### config.mk
export PLATFORM = sky130hd
export DESIGN_NAME = imem_load_controller
export DESIGN_NICKNAME = d
export VERILOG_FILES = /design/src/rtl/imem_load_controller.sv
export SDC_FILE = /design/constraint.sdc
export NUM_CORES = 1
export LEC_CHECK = 0
export ABC_AREA = 1
export BUFFER_PORTS_ARGS = -buffer_cell sky130_fd_sc_hd__buf_2
export CAP_MARGIN = 20
export CELL_PAD_IN_SITES_DETAIL_PLACEMENT = 2
export CELL_PAD_IN_SITES_GLOBAL_PLACEMENT = 2
export CORE_ASPECT_RATIO = 2
export CORE_MARGIN = 2
export CORE_UTILIZATION = 23
export CTS_CLUSTER_DIAMETER = 80
export DETAILED_ROUTE_END_ITERATION = 6
export GPL_ROUTABILITY_DRIVEN = 0
export HOLD_SLACK_MARGIN = 0.05
export PLACE_DENSITY_LB_ADDON = 0.1
export RECOVER_POWER = 50
export SYNTH_ARGS = -nofsm -noshare
export SYNTH_HDL_FRONTEND = slang
export SYNTH_SLANG_ARGS = --single-unit
### constraint.sdc
create_clock -name clk -period 2.71 [get_ports clk]
set_input_delay 0.4065 -clock clk [delete_from_list [all_inputs] [get_ports clk]]
set_output_delay 0.4065 -clock clk [all_outputs]
set_load 0.05 [all_outputs]
### src/rtl/imem_load_controller.sv
// imem_load_controller
// Arbitrates a single-port word-addressed instruction memory between the CPU
// fetch path and a streaming program loader. A load stalls the CPU, writes
// load_len words starting at load_base (wrapping at the top of memory), spends
// one FLUSH cycle, then returns to RUN with a one-cycle load_done pulse.
module imem_load_controller #(
  parameter int ADDR_W = 10,
  parameter int DATA_W = 32
) (
  input  logic              clk,
  input  logic              rst_n,
  input  logic              load_start,
  input  logic [ADDR_W-1:0] load_base,
  input  logic [ADDR_W:0]   load_len,
  input  logic              ld_valid,
  input  logic [DATA_W-1:0] ld_data,
  output logic              ld_ready,
  output logic              load_busy,
  output logic              load_done,
  output logic              cpu_stall,
  input  logic              fetch_req,
  input  logic [31:0]       fetch_addr,
  output logic              fetch_valid,
  output logic [DATA_W-1:0] fetch_data,
  output logic              fetch_misaligned,
  output logic              fetch_oor,
  output logic              mem_we,
  output logic [ADDR_W-1:0] mem_waddr,
  output logic [DATA_W-1:0] mem_wdata,
  output logic [ADDR_W-1:0] mem_raddr,
  input  logic [DATA_W-1:0] mem_rdata
);

  typedef enum logic [1:0] {
    RUN   = 2'd0,
    LOAD  = 2'd1,
    FLUSH = 2'd2
  } state_t;

  localparam logic [ADDR_W:0] CNT_ONE = (ADDR_W+1)'(1);

  state_t              state_reg;
  state_t              state_next;

  logic [ADDR_W-1:0]   base_reg;
  logic [ADDR_W:0]     len_reg;
  logic [ADDR_W:0]     count_reg;
  logic [ADDR_W:0]     count_inc;

  logic                fetch_valid_reg;
  logic [DATA_W-1:0]   fetch_data_reg;
  logic                misaligned_reg;
  logic                oor_reg;
  logic                load_done_reg;

  logic                accept;
  logic                last_word;
  logic                start_ok;
  logic                addr_oor;
  logic                addr_misaligned;

  // A word is accepted whenever the loader presents one while in LOAD.
  assign accept          = (state_reg == LOAD) && ld_valid;
  assign count_inc       = count_reg + CNT_ONE;
  // Completion is judged on the post-increment count so the handshake that
  // carries word load_len-1 is the one that ends the load.
  assign last_word       = (count_inc == len_reg);
  // A zero-length load is a no-op: no LOAD, no FLUSH, no load_done.
  assign start_ok        = load_start && (load_len != '0);
  assign addr_oor        = |fetch_addr[31:ADDR_W+2];
  assign addr_misaligned = |fetch_addr[1:0];

  // The read port simply follows the PC; out-of-range addresses alias here
  // but their data is suppressed when the response is registered.
  assign mem_raddr = fetch_addr[ADDR_W+1:2];

  assign fetch_valid      = fetch_valid_reg;
  assign fetch_data       = fetch_data_reg;
  assign fetch_misaligned = misaligned_reg;
  assign fetch_oor        = oor_reg;
  assign load_done        = load_done_reg;

  // State register.
  always_ff @(posedge clk or negedge rst_n) begin
    if (!rst_n) begin
      state_reg <= RUN;
    end else begin
      state_reg <= state_next;
    end
  end

  // Next-state logic: RUN -> LOAD on a non-empty start, LOAD -> FLUSH on the
  // final accepted word, FLUSH always lasts exactly one cycle.
  always_comb begin
    state_next = state_reg;
    unique case (state_reg)
      RUN:     if (start_ok) state_next = LOAD;
      LOAD:    if (accept && last_word) state_next = FLUSH;
      FLUSH:   state_next = RUN;
      default: state_next = RUN;
    endcase
  end

  // Output logic: handshake, stall/busy and the combinational write port.
  always_comb begin
    ld_ready  = 1'b0;
    load_busy = 1'b0;
    cpu_stall = 1'b0;
    mem_we    = 1'b0;
    mem_waddr = '0;
    mem_wdata = '0;
    unique case (state_reg)
      LOAD: begin
        ld_ready  = 1'b1;
        load_busy = 1'b1;
        cpu_stall = 1'b1;
        // Address add truncates to ADDR_W bits so a load wraps past the top.
        mem_waddr = base_reg + count_reg[ADDR_W-1:0];
        if (ld_valid) begin
          mem_we    = 1'b1;
          mem_wdata = ld_data;
        end
      end
      FLUSH: begin
        load_busy = 1'b1;
        cpu_stall = 1'b1;
      end
      default: begin
      end
    endcase
  end

  // Load bookkeeping: latch base/length on start, advance the word counter
  // on each accepted word, and pulse load_done on the FLUSH -> RUN step.
  always_ff @(posedge clk or negedge rst_n) begin
    if (!rst_n) begin
      base_reg      <= '0;
      len_reg       <= '0;
      count_reg     <= '0;
      load_done_reg <= 1'b0;
    end else begin
      load_done_reg <= (state_reg == FLUSH);
      if ((state_reg == RUN) && start_ok) begin
        base_reg  <= load_base;
        len_reg   <= load_len;
        count_reg <= '0;
      end else if (accept) begin
        count_reg <= count_inc;
      end
    end
  end

  // Fetch response register: only serviced in RUN; data is zeroed for
  // out-of-range PCs and held when no fetch is issued.
  always_ff @(posedge clk or negedge rst_n) begin
    if (!rst_n) begin
      fetch_valid_reg <= 1'b0;
      fetch_data_reg  <= '0;
      misaligned_reg  <= 1'b0;
      oor_reg         <= 1'b0;
    end else if ((state_reg == RUN) && fetch_req) begin
      fetch_valid_reg <= 1'b1;
      fetch_data_reg  <= addr_oor ? '0 : mem_rdata;
      misaligned_reg  <= addr_misaligned;
      oor_reg         <= addr_oor;
    end else begin
      fetch_valid_reg <= 1'b0;
      misaligned_reg  <= 1'b0;
      oor_reg         <= 1'b0;
    end
  end

endmodule

==> reports/qor.csv <==
metric;value;unit
yosysUniqueCellTypes;31;
synthesis.area;4050;um^2
vias;4472;
overflow;0;
ys_seq_elements;70;
wl_per_cell;16.4;um
syn2layout_area_growth;39.3;%
drc_errors;0;
drt_iter0_markers;74;
synth_cells;572;
hold_path.class;in -> reg;
status;finished with violations;
final_cells;979;
synth_top_area_cell;dfrtp_1;
dp_hpwl;13100;um
row_count;68;
critical_path_peak_fanout;3;
ys_seq_area_share;43.2;%
layout.nets;900;
period_share;95.5;%
crit_type;reg -> out;
initial_core_util;23.4;%
cp-end-kind;output pin;
grt_pass1_vias;5173;
arrival;2.18;ns
clk_path_buf_depth;2;
drt_wl_total;16100;um
ctsHoldBuffers;0;
power_density;901;nW/um^2
grt_use_total;17.4;%
grt_pass1_wl;25900;um
setup_viol;0;
slowest_stage;dfrtp_2;
critPathTopFamily;simple AND/OR/NAND/NOR gates;
layout_setup_ws;0.122;ns
rsz0062_at_grt;true;
clkLatencyLatePin;0.33;ns
die_w;97.8;um
worst_pin_slew;1.60;ns
grt_max_degree;36;
synth-edff-count;0;
syn_nets;709;
drtAntennaViolNets;0;
slew-limit-headroom;-6.39;%
tns;0;ns
crit_chain;ha_4 > inv_1 > nor4_4 > nand3_1 > nand3_1 > o21ai_0 > a21oi_1 > buf_4;
io_pins;214;
core;17300;um^2
violations;capacitance limit, slew limit;
yosys_warnings;0;
synth_area_leaders;dfrtp_1 (43%), nand2_1 (17%), inv_1 (7.3%);
cp-start-kind;flip-flop;
finClkSkew;0.00870;ns
cap_violations;1;
root_buffer;clkbuf_16;
cp.required;2.30;ns
post-route-util;32.7;%
die_area;18800;um^2
cts_tree;built;
path_buf_inv;2;
synth_commonest_cells;nand2_1 (185), inv_1 (79), dfrtp_1 (70);
numCtsBuffers;9;
slowest_delay;0.42;ns
cp_common_cell;nand3_1;
yosysMostFrequentCell;nand2_1;
clk_pin_slew_worst_paths;0.06;ns
finalCriticalPeriod;2.59;ns
die_y;192;um
power.static_leakage;3.05;nW
finalHoldViolCount;0;
dr.pass1.iters;3;
power;0.00508;W
synth_top_flop_cell;dfrtp_1;
dp_slack;0.223;ns
fillers;2147;
drive_gt1_share;27.9;%
antenna_found_initial;3;
fmax;0.386;GHz
placed_cells;959;
synth-async-reset-ratio;100;%
syn_area_per_cell;7.08;um^2
ir_worst_vdd;0.316;mV
clock_sinks;70;
vias_per_cell;4.57;
largest_reg_flops;32;
drv_slew;27;
h-tree-depth;3;
synth_top_cell_area_share;43.2;%
numPortBuffers;193;
[final timing paths]
| path | cells past startpoint | slack [ns] | to | startpoint |
|---|---|---|---|---|
| setup / recovery | 8 | 0.12 | mem_waddr[9] | count_reg[8] |
| hold / removal | 3 | 0.27 | base_reg[9] | load_base[9] |
| setup reg to reg | 13 | 0.76 | state_reg[0] | count_reg[0] |
| hold reg to reg | 2 | 0.48 | fetch_data[13] | fetch_data[13] |
| max in group asynchronous | 2 | 0.80 | fetch_data[21] | rst_n |
| min in group asynchronous | 1 | 0.47 | fetch_data[0] | rst_n |
[cell families after synthesis]
family                   Yosys count  share of synthesized area (%)
AND/OR/NAND/NOR                  288                           28.8
buffers and inverters            112                           11.5
AO/OA/AOI/OAI                     84                           11.1
flip-flops                        70                           43.2
adder cells (fa/ha/maj)           15                           4.82
XOR/XNOR                           3                          0.649
[per-stage QoR]
| stage | area [um^2] | hold WS (ns) |
|---|---|---|
| after CTS | 5540 | 0.136 |
| after global routing | 5640 | 0.288 |
| after global placement | 5240 | 0.461 |
| after floorplan | 4050 | 0.111 |
| final | 5640 | 0.274 |
| after detailed placement | 5240 | 0.471 |
[layout make-up]
class                      instances  area [um^2]  share of cell area [%]
clock inverter                     1         5.00                  0.0887
sequential                        70         1760                    31.2
timing repair buffer             210         1070                    19.0
clock buffer                      14          264                    4.68
multi-input combinational        390         1970                    34.9
antenna                            2         5.00                  0.0887
tap                              210          263                    4.66
inverter                          82          308                    5.46
[where the power goes]
part	internal [W]	total (W)	switching (W)
clock	0.000664	0.00109	0.000431
sequential	0.00126	0.00143	0.000169
combinational	0.000737	0.00255	0.00182
total	0.00266	0.00508	0.00242
[layer usage]
layer  vias to the layer above  share of wire (%)  GRT usage, %
li1                       2153                  -             -
met1                      2159                 33          16.0
met2                       130                 59          35.4
met3                        26                5.7          4.69
met4                         4                2.4          6.09
met5                         -               0.21             0
[timing repair]
action / in CTS / in global routing
gates resized for setup: 11 / 20
endpoints found under the hold margin: 0 / 0
setup endpoints to repair: 5 / 5
setup buffers: 0 / 2
pin swaps: 1 / 2
[worst min-delay path, cell delays in order]
cell	delay, ns
buf_2	0.07
nand2_1	0.05
nand2_1	0.05
[placed cells by master (no fill, tap or decap), types with 3 or more instances in the layout]
cell,count
inv_1,78
o21ai_0,55
a21oi_2,3
dfrtp_2,5
nand3_1,25
a21oi_1,9
ha_4,7
buf_2,155
clkbuf_16,9
clkbuf_1,39
nor2_1,60
nor4_1,5
ha_1,6
a31oi_1,5
buf_4,16
nand4_1,3
dfrtp_1,65
nand2_1,185
xor2_1,3
Note: power is estimated with default switching activity, not from simulation.
